**config.mk**
```make
export PLATFORM = sky130hd
export DESIGN_NAME = dmem_arbiter
export DESIGN_NICKNAME = d
export VERILOG_FILES = /design/src/rtl/dmem_arb_pkg.sv /design/src/rtl/dmem_access_check.sv /design/src/rtl/dmem_arbiter.sv
export SDC_FILE = /design/constraint.sdc
export NUM_CORES = 1
export LEC_CHECK = 0
export ABC_AREA = 1
export CAP_MARGIN = 20
export CORE_MARGIN = 2
export CORE_UTILIZATION = 36
export CTS_BUF_LIST = sky130_fd_sc_hd__clkbuf_16
export DETAILED_ROUTE_END_ITERATION = 6
export PLACE_DENSITY = 0.89
export SLEW_MARGIN = 5
export SYNTH_ARGS = -nofsm -noshare
export SYNTH_HDL_FRONTEND = slang
export SYNTH_SLANG_ARGS = --single-unit
```
**constraint.sdc**
```tcl
create_clock -name clk -period 2.9 [get_ports clk]
set_input_delay 0.29 -clock clk [delete_from_list [all_inputs] [get_ports clk]]
set_output_delay 0.29 -clock clk [all_outputs]
set_load 0.005 [all_outputs]
```
**src/rtl/dmem_arb_pkg.sv**
```systemverilog
// Shared types and constants for the data-memory arbiter and its access checker.
package dmem_arb_pkg;

  typedef enum logic [1:0] {
    IDLE   = 2'd0,
    ACCESS = 2'd1,
    RESP   = 2'd2
  } state_e;

  localparam logic [2:0] WM_BS = 3'b000;
  localparam logic [2:0] WM_HS = 3'b001;
  localparam logic [2:0] WM_W  = 3'b010;
  localparam logic [2:0] WM_BU = 3'b011;
  localparam logic [2:0] WM_HU = 3'b100;

  localparam logic PORT_C = 1'b0;
  localparam logic PORT_D = 1'b1;

  // Reads always fetch a full word; undefined write modes are sized as a word
  // but get flagged separately.
  function automatic logic [2:0] access_size(input logic we, input logic [2:0] wmode);
    if (!we) return 3'd4;
    case (wmode)
      WM_BS, WM_BU: return 3'd1;
      WM_HS, WM_HU: return 3'd2;
      default:      return 3'd4;
    endcase
  endfunction

endpackage

```
**src/rtl/dmem_access_check.sv**
```systemverilog
// Combinational alignment / range / mode check for one data-memory access.
module dmem_access_check
  import dmem_arb_pkg::*;
#(
  parameter int DMEM_BYTES = 1024,
  parameter int ADDR_W     = 32
) (
  input  logic              we_i,
  input  logic [2:0]        wmode_i,
  input  logic [ADDR_W-1:0] addr_i,
  output logic              err_o
);

  logic [2:0]      size;
  logic [ADDR_W:0] end_addr;
  logic            bad_mode, misal, oor;

  always_comb begin
    size     = access_size(we_i, wmode_i);
    bad_mode = we_i && (wmode_i > WM_HU);
    misal    = ((size == 3'd2) && addr_i[0]) || ((size == 3'd4) && (addr_i[1:0] != 2'b00));
    // One extra bit so an access near the top of the address space cannot wrap.
    end_addr = {1'b0, addr_i} + (ADDR_W+1)'(size);
    oor      = end_addr > (ADDR_W+1)'(DMEM_BYTES);
    err_o    = bad_mode || misal || oor;
  end

endmodule

```
**src/rtl/dmem_arbiter.sv**
```systemverilog
// Two-port (core C / debug D) arbiter and IDLE->ACCESS->RESP sequencer for the
// single-port data memory. Define DMEM_ARB_FIXED_PRIO_EN for fixed C-first priority.
module dmem_arbiter
  import dmem_arb_pkg::*;
#(
  parameter int DMEM_BYTES = 1024,
  parameter int ADDR_W     = 32
) (
  input  logic              clk,
  input  logic              rst,
  input  logic              c_req_valid,
  output logic              c_req_ready,
  input  logic              c_req_we,
  input  logic [2:0]        c_req_wmode,
  input  logic [ADDR_W-1:0] c_req_addr,
  input  logic [31:0]       c_req_wdata,
  output logic              c_rsp_valid,
  output logic [31:0]       c_rsp_rdata,
  output logic              c_rsp_err,
  input  logic              d_req_valid,
  output logic              d_req_ready,
  input  logic              d_req_we,
  input  logic [2:0]        d_req_wmode,
  input  logic [ADDR_W-1:0] d_req_addr,
  input  logic [31:0]       d_req_wdata,
  output logic              d_rsp_valid,
  output logic [31:0]       d_rsp_rdata,
  output logic              d_rsp_err,
  output logic              mem_we,
  output logic [2:0]        mem_wmode,
  output logic [ADDR_W-1:0] mem_addr,
  output logic [31:0]       mem_wdata,
  input  logic [31:0]       mem_rdata
);

  state_e            state_q, state_d;
  logic              port_q, port_d;
  logic              we_q, we_d;
  logic [2:0]        wmode_q, wmode_d;
  logic [ADDR_W-1:0] addr_q, addr_d;
  logic [31:0]       wdata_q, wdata_d;
  logic              err_q, err_d;

  logic              win, grant;
  logic              sel_we;
  logic [2:0]        sel_wmode;
  logic [ADDR_W-1:0] sel_addr;
  logic [31:0]       sel_wdata;
  logic              sel_err;
  logic              in_acc, in_rsp;
  logic [31:0]       rsp_rdata;

`ifdef DMEM_ARB_FIXED_PRIO_EN
  always_comb win = c_req_valid ? PORT_C : PORT_D;
`else
  logic rr_last_q, rr_last_d;

  always_comb begin
    if (c_req_valid && d_req_valid) win = ~rr_last_q;
    else                            win = c_req_valid ? PORT_C : PORT_D;
  end
`endif

  // Ready is gated by reset so nothing is accepted while reset is held.
  assign grant = (state_q == IDLE) && (c_req_valid || d_req_valid) && rst;

  always_comb begin
    sel_we    = c_req_we;
    sel_wmode = c_req_wmode;
    sel_addr  = c_req_addr;
    sel_wdata = c_req_wdata;
    if (win == PORT_D) begin
      sel_we    = d_req_we;
      sel_wmode = d_req_wmode;
      sel_addr  = d_req_addr;
      sel_wdata = d_req_wdata;
    end
  end

  dmem_access_check #(
    .DMEM_BYTES(DMEM_BYTES),
    .ADDR_W    (ADDR_W)
  ) u_check (
    .we_i   (sel_we),
    .wmode_i(sel_wmode),
    .addr_i (sel_addr),
    .err_o  (sel_err)
  );

  always_comb begin
    state_d = state_q;
    port_d  = port_q;
    we_d    = we_q;
    wmode_d = wmode_q;
    addr_d  = addr_q;
    wdata_d = wdata_q;
    err_d   = err_q;
`ifndef DMEM_ARB_FIXED_PRIO_EN
    rr_last_d = rr_last_q;
`endif
    case (state_q)
      IDLE: if (grant) begin
        state_d = ACCESS;
        port_d  = win;
        we_d    = sel_we;
        wmode_d = sel_wmode;
        addr_d  = sel_addr;
        wdata_d = sel_wdata;
        err_d   = sel_err;
`ifndef DMEM_ARB_FIXED_PRIO_EN
        rr_last_d = win;
`endif
      end
      ACCESS:  state_d = RESP;
      default: state_d = IDLE;
    endcase
  end

  always_ff @(posedge clk or negedge rst) begin
    if (!rst) begin
      state_q <= IDLE;
      port_q  <= PORT_C;
      we_q    <= 1'b0;
      wmode_q <= '0;
      addr_q  <= '0;
      wdata_q <= '0;
      err_q   <= 1'b0;
`ifndef DMEM_ARB_FIXED_PRIO_EN
      rr_last_q <= PORT_D;
`endif
    end else begin
      state_q <= state_d;
      port_q  <= port_d;
      we_q    <= we_d;
      wmode_q <= wmode_d;
      addr_q  <= addr_d;
      wdata_q <= wdata_d;
      err_q   <= err_d;
`ifndef DMEM_ARB_FIXED_PRIO_EN
      rr_last_q <= rr_last_d;
`endif
    end
  end

  assign c_req_ready = grant && (win == PORT_C);
  assign d_req_ready = grant && (win == PORT_D);

  assign in_acc = (state_q == ACCESS);
  assign in_rsp = (state_q == RESP);

  // Outside ACCESS the memory sees address 0 with we=0, i.e. a harmless read.
  assign mem_we    = in_acc && we_q && !err_q;
  assign mem_wmode = in_acc ? wmode_q : 3'b000;
  assign mem_addr  = (in_acc && !err_q) ? addr_q : '0;
  assign mem_wdata = in_acc ? wdata_q : 32'h0;

  assign rsp_rdata   = (in_rsp && !we_q && !err_q) ? mem_rdata : 32'h0;
  assign c_rsp_valid = in_rsp && (port_q == PORT_C);
  assign d_rsp_valid = in_rsp && (port_q == PORT_D);
  assign c_rsp_rdata = c_rsp_valid ? rsp_rdata : 32'h0;
  assign d_rsp_rdata = d_rsp_valid ? rsp_rdata : 32'h0;
  assign c_rsp_err   = c_rsp_valid && err_q;
  assign d_rsp_err   = d_rsp_valid && err_q;

endmodule

```
==> flow_summary.json <==
{
  "outcome": "finished with violations",
  "violations": "setup timing",
  "ys_types": 42,
  "worst_setup_path_end_kind": "register",
  "overflow": 0,
  "synth_xor_area_frac": 0.00907,
  "yosys.area_share.simple": 0.413,
  "yosys-mux-area-fraction": 0.00345,
  "grt_start_max_net_pins": 74,
  "antenna_found_initial": 6,
  "clkLatencyLatePin_ns": 0.35,
  "core_area_sq_mm": 0.0158,
  "drt-initial-drc-count": 479,
  "ant_nets": 0,
  "cts_tree": "yes",
  "fin_crit_sh": 1.02,
  "cts.sink_count": 73,
  "critPathMaxFanout": 6,
  "h-tree-depth": 3,
  "p_per_area_mw_per_mm2": 429,
  "postLayoutCoreUtil": 0.655,
  "vias": 7421,
  "cts-root-buf": "clkbuf_16",
  "synth-adder-area-share": 0.00648,
  "final_area_sq_mm": 0.0104,
  "syn_area_sq_mm": 0.00579,
  "place_area_sq_mm": 0.00972,
  "dieArea_sq_mm": 0.0171,
  "slew_viol_final": 0,
  "drive_gt1_frac": 0.167,
  "nets": 1511,
  "clock_path_buffers": 2,
  "dr.pass1.iters": 5,
  "synth-compound-area-share": 0.111,
  "dp_slack_ns": -0.426,
  "synth_edf_count": 0,
  "worstHoldPathType": "in2async",
  "dp_cells": 1526,
  "io_buffer_count": 309,
  "start_util": 0.366,
  "die_y_um": 131,
  "p_leak_nw": 4.71,
  "final.min_clock_period_ns": 2.96,
  "fmax_ghz": 0.338,
  "synthFlopType": "dfrtp_1",
  "cts_buffers": 9,
  "drv_cap": 0,
  "worst_hold_slack_ns": 0.228,
  "avgSynthCellArea_sq_um": 6.16,
  "max_slew_margin": 0.330,
  "avgRoutedWirePerCell_um": 15.7,
  "syn_to_final_growth_pct": 78.8,
  "criticalPathCategory": "reg2reg",
  "grt_pass1_wl_um": 36600,
  "rsz0062_at_grt": "true",
  "arrival_ns": 3.21,
  "grtUsageTotal": 0.279,
  "yosysWarningCount": 0,
  "worst_slack_ns": -0.0621,
  "hpwl_um": 19100,
  "boundaryPins": 310,
  "rows": 46,
  "ys_seq_area_frac": 0.315,
  "fp.dieW_um": 131,
  "finClkSkew_ns": 0.00596,
  "synthCells": 940,
  "instances_no_fill": 1563,
  "synth_nets": 1115,
  "async_reset_ff_frac": 1.00,
  "hold_viol": 0,
  "peakVddDrop_mv": 0.292,
  "required_ns": 3.15,
  "drc": 0,
  "grt_pass1_vias": 6955,
  "synth_top_family_by_area": "simple AND/OR/NAND/NOR gates",
  "place.gp.congestion": 0.885,
  "synth_seq_cells": 73,
  "reg2reg_depth": 25,
  "fillers": 1394,
  "viasPerCell": 4.75,
  "worstMarginPinSlew_ns": 1.01,
  "finalSetupViolations": 1,
  "start_kind": "register",
  "drt-total-wl_um": 24600,
  "clk_pin_slew_ns": 0.06
}
==> cell families after synthesis <==
kind of cell,count (synthesis)
mux,2
buf+inv,196
simple gates,557
xor+xnor,6
fa+ha+maj,3
compound gates,103
flops,73
==> through the flow <==
stage	power, W	setup TNS [ns]
after floorplan	0.00229	0
after global placement	0.00309	-0.333
after detailed placement	0.00313	-0.426
after CTS	0.00436	0
after global routing	0.00472	-0.211
final	0.00444	-0.0621
==> path summary, 6_finish.rpt <==
kind | start | endpoint | slack, ns
min reg2reg | addr_q[19] | addr_q[19] | 0.49
max in group asynchronous | rst | addr_q[26] | 2.02
min in group clk | addr_q[19] | addr_q[19] | 0.49
max reg2reg | rr_last_q | err_q | -0.06
max | rr_last_q | err_q | -0.06
min | rst | wdata_q[15] | 0.23
==> report_power, final <==
| part | total [W] | internal (W) | switching (W) |
|---|---|---|---|
| Combinational | 0.00187 | 0.000878 | 0.000995 |
| Clock | 0.00118 | 0.000675 | 0.000502 |
| Sequential | 0.00139 | 0.00129 | 0.000106 |
==> sequential cells by signal, indices dropped and copies added, names as in the netlist <==
| signal | cells |
|---|---|
| addr_q | 32 |
| err_q | 1 |
| port_q | 1 |
| rr_last_q | 1 |
| state_q | 2 |
| wdata_q | 32 |
| we_q | 1 |
| wmode_q | 3 |
==> layout make-up <==
class,instances,area [sq um],share of cell area
clock buffers,9,225,0.0217
clock inverters,7,76.3,0.00737
diodes,6,15.0,0.00145
inverters,152,577,0.0557
well taps,216,270,0.0261
repair buffers,427,4000,0.386
multi-input cells,673,3370,0.325
flip-flops and latches,73,1830,0.176
==> synthesized netlist by cell type, types with 2 or more instances <==
library cell,instances,area [sq um]
o21ai_0,42,210
nand2_1,256,961
nand3b_1,5,37.5
mux2i_1,2,20.0
nand3_1,34,170
buf_4,2,15.0
dfrtp_1,72,1800
nor2_4,2,22.5
a21oi_1,5,25.0
buf_6,7,78.8
xor2_1,4,35.0
nor2_2,7,43.8
o211ai_1,33,248
nand3_2,2,20.0
nor3_4,2,32.5
o21ai_2,9,78.8
nor2_1,196,736
clkbuf_1,32,120
nor3_1,9,45.0
o21ai_1,10,50.1
nand4_1,14,87.6
clkinv_1,5,18.8
inv_2,5,18.8
xnor2_1,2,17.5
nand2_2,20,125
nor3_2,2,20.0
ha_1,3,37.5
inv_1,142,533
nand2_4,3,33.8
==> routing by layer <==
| metal | vias to the layer above | share of wire | global-route usage |
|---|---|---|---|
| met2 | 280 | 0.49 | 0.484 |
| met1 | 3415 | 0.41 | 0.341 |
| met5 | - | 0 | 0 |
| met3 | 48 | 0.063 | 0.0444 |
| met4 | 0 | 0.036 | 0.125 |
| li1 | 3678 | - | - |
==> critical path, stage by stage (launching register included) <==
cell      delay, ns
dfstp_2        0.55
inv_4          0.05
nand2_8        0.08
nand2_8        0.08
nand2_4        0.09
nand2_4        0.07
buf_4          0.14
buf_4          0.13
nor2_4         0.16
nand3_2        0.09
nand2_1        0.07
inv_1          0.05
ha_2           0.18
inv_2          0.06
nand2_4        0.06
buf_4          0.14
nand2_2        0.04
nand2_1        0.04
nor2_1         0.12
o211ai_1       0.09
nor2_1         0.12
nand3_1        0.10
nand2_2        0.10
nand3_2        0.07
nor2_1         0.11
nor2_1         0.05
==> timing repair <==
item | in CTS | in global routing
cloned | 1 | 1
pin swaps | 7 | 30
resized for setup | 13 | 36
buffers inserted | 4 | 9
endpoints found under the setup margin | 1 | 1
hold buffers | 0 | 0
==> cells in the final DEF, fill, tap and decap left out, drive strengths merged, types with 9 or more instances in the layout <==
master,n
clkdlybuf4s50,307
nand2,282
nor2,205
inv,149
buf,119
dfrtp,72
o21ai,61
nand3,36
o211ai,33
nand4,15
nor3,13
clkbuf,9
Note: power is estimated with default switching activity, not from simulation.
==> variant: new RTL, same settings <==
Register the outputs `c_rsp_err` and `d_rsp_err`, with the module's reset; this adds one clock of latency there. The other outputs are not delayed to match.
--- a/src/rtl/dmem_arbiter.sv
+++ b/src/rtl/dmem_arbiter.sv
@@ -159,8 +159,15 @@
   assign d_rsp_valid = in_rsp && (port_q == PORT_D);
   assign c_rsp_rdata = c_rsp_valid ? rsp_rdata : 32'h0;
   assign d_rsp_rdata = d_rsp_valid ? rsp_rdata : 32'h0;
-  assign c_rsp_err   = c_rsp_valid && err_q;
-  assign d_rsp_err   = d_rsp_valid && err_q;
+  always_ff @(posedge clk or negedge rst) begin
+    if (!rst) begin
+      c_rsp_err <= '0;
+      d_rsp_err <= '0;
+    end else begin
+      c_rsp_err <= c_rsp_valid && err_q;
+      d_rsp_err <= d_rsp_valid && err_q;
+    end
+  end
 
 endmodule
 
Formal check against the unedited RTL: not equivalent (a bounded check fails within 4 cycles, from zero or initial values and one cycle with rst low).
==> variant against the unedited design <==
The run still ends with negative setup slack left. Worst setup slack worse by 0.038 ns. Sequential cell count is 2 higher. Count of clock-buffer cells in the layout stayed put. Synthesized cell count is 0.11% higher. Synthesized area is 0.76% higher. Clock skew hardly changed. Global-route usage is 0.33 points lower. Power is 4.4% higher. Via count is 1.8% higher. Clock power is 13% higher. Design area is 0.74% higher. Routed wire length is 0.90% higher. Sequential share of layout area is 0.35 points higher.
==> variant: results (changes against the unedited design) <==
| Metric | Value |
|---|---|
| Status | finished with violations |
| Violated checks | negative setup slack |
| Overall Global Routing Usage | 0.2754 (-0.003338) |
| Clock Skew | 0.006199 ns (+0.0002377 ns) |
| First-pass GRT wire length | 38160 um (+4.3%) |
| Ratio of cells with drive above 1 in the final layout | 0.1655 (-0.001496) |
| Register-to-Register Path Depth | 23 (-8.0%) |
| PnR worst setup slack | -0.1006 ns (-0.03846 ns) |
| Routability cong. | 0.9219 (+4.1%) |
| VDD IR max | 0.2888 mV (-1.3%) |
| Net Sw Frac | 0.3456 (-0.01515) |
| Max FO, Critical Path | 10 (+4) |
| Setup-failing EPs final | 1 (unchanged) |
| Post-CTS Setup Inserts | 0 (-4) |
| CP max stage delay | 0.53 ns (-0.02 ns) |
| Post-Syn Nets | 1116 (+0.090%) |
| Met1 GRT Util | 0.3371 (-0.004331) |
| Worst-path clk slew | 0.07 ns |
| Worst Hold Slack | 0.4740 ns (+0.2457 ns) |
| Post-Route M1 WL | 9850 um (-2.0%) |
| P_leak | 4.750 nW (+0.85%) |
| Global Route met2 Usage | 0.4678 (-0.01593) |
| DR WL met3 | 1804 um (+17%) |
| HPWL Detailed | 18770 um (-1.9%) |
| Synth area leaders | dfrtp_1 (32%), nand2_1 (17%), nor2_1 (13%), inv_1 (9.0%), o211ai_1 (4.2%) |
| Critical path arrival | 3.24 ns (+0.03 ns) |
| Synth unique cells | 41 (-2.4%) |
| Worst-margin pin slew | 0.5992 ns (-0.4065 ns) |
| Top sig layer | met4 |
| Met3 Use GR | 0.05208 (+0.007702) |
| Synth cell count leaders | nand2_1 (257), nor2_1 (198), inv_1 (140) |
| FF-to-FF setup slack | -0.10 ns (-0.04 ns) |
| Vias per inst | 4.860 (+2.4%) |
| WL per Instance | 15.96 um (+1.5%) |
variant: metrics by stage:
step | TNS (ns) | power, mW | setup WS, ns | instances
4_1_cts | 0 | 4.505 | 0.009945 | 1538
3_3_place_gp | -0.2927 | 3.104 | -0.2927 | 1522
3_5_place_dp | -0.3756 | 3.155 | -0.3756 | 1522
5_1_grt | -0.2852 | 4.899 | -0.2852 | 1554
6_report | -0.1006 | 4.639 | -0.1006 | 1554
2_1_floorplan | 0 | 2.318 | 0.09039 | 941
variant: logic make-up (layout without fill, tap and decap cells):
group / count (synthesis) / after routing / synth area share
xor+xnor: 6 / 6 / 0.009001
fa+ha+maj: 3 / 3 / 0.006430
compound gates: 103 / 103 / 0.1099
simple gates: 558 / 559 / 0.4098
mux: 2 / 2 / 0.003429
flops: 75 / 75 / 0.3217
buf+inv: 194 / 587 / 0.1397
other cells: 0 / 3 / 0
variant: cell type report:
type | count | area, sq um
Multi-Input combinational cell | 673 | 3352
Fill cell | 1364 | 5446
Sequential cell | 75 | 1878
Timing Repair Buffer | 421 | 4026
Clock inverter | 7 | 116.4
Clock buffer | 9 | 225.2
Tap cell | 216 | 270.3
Antenna cell | 3 | 7.507
Inverter | 150 | 563.0
variant: worst max path at each step:
stage / from / end / slack (ns) / depth (start not counted)
floorplan: rr_last_q / err_q / 0.09 / 23
global placement: c_req_valid / err_q / -0.29 / 21
detailed placement: c_req_valid / err_q / -0.38 / 23
CTS: rr_last_q / err_q / 0.01 / 22
global route: rr_last_q / err_q / -0.29 / 23
finish: rr_last_q / err_q / -0.10 / 23
variant: power groups by stage:
stage                     registers (mW)  logic (mW)  clock network (mW)
after floorplan                     1.41       0.911                   0
after global placement              1.42        1.68                   0
after detailed placement            1.44        1.72                   0
after CTS                           1.42        1.74                1.34
after global routing                1.45        2.07                1.38
final                               1.42        1.88                1.33
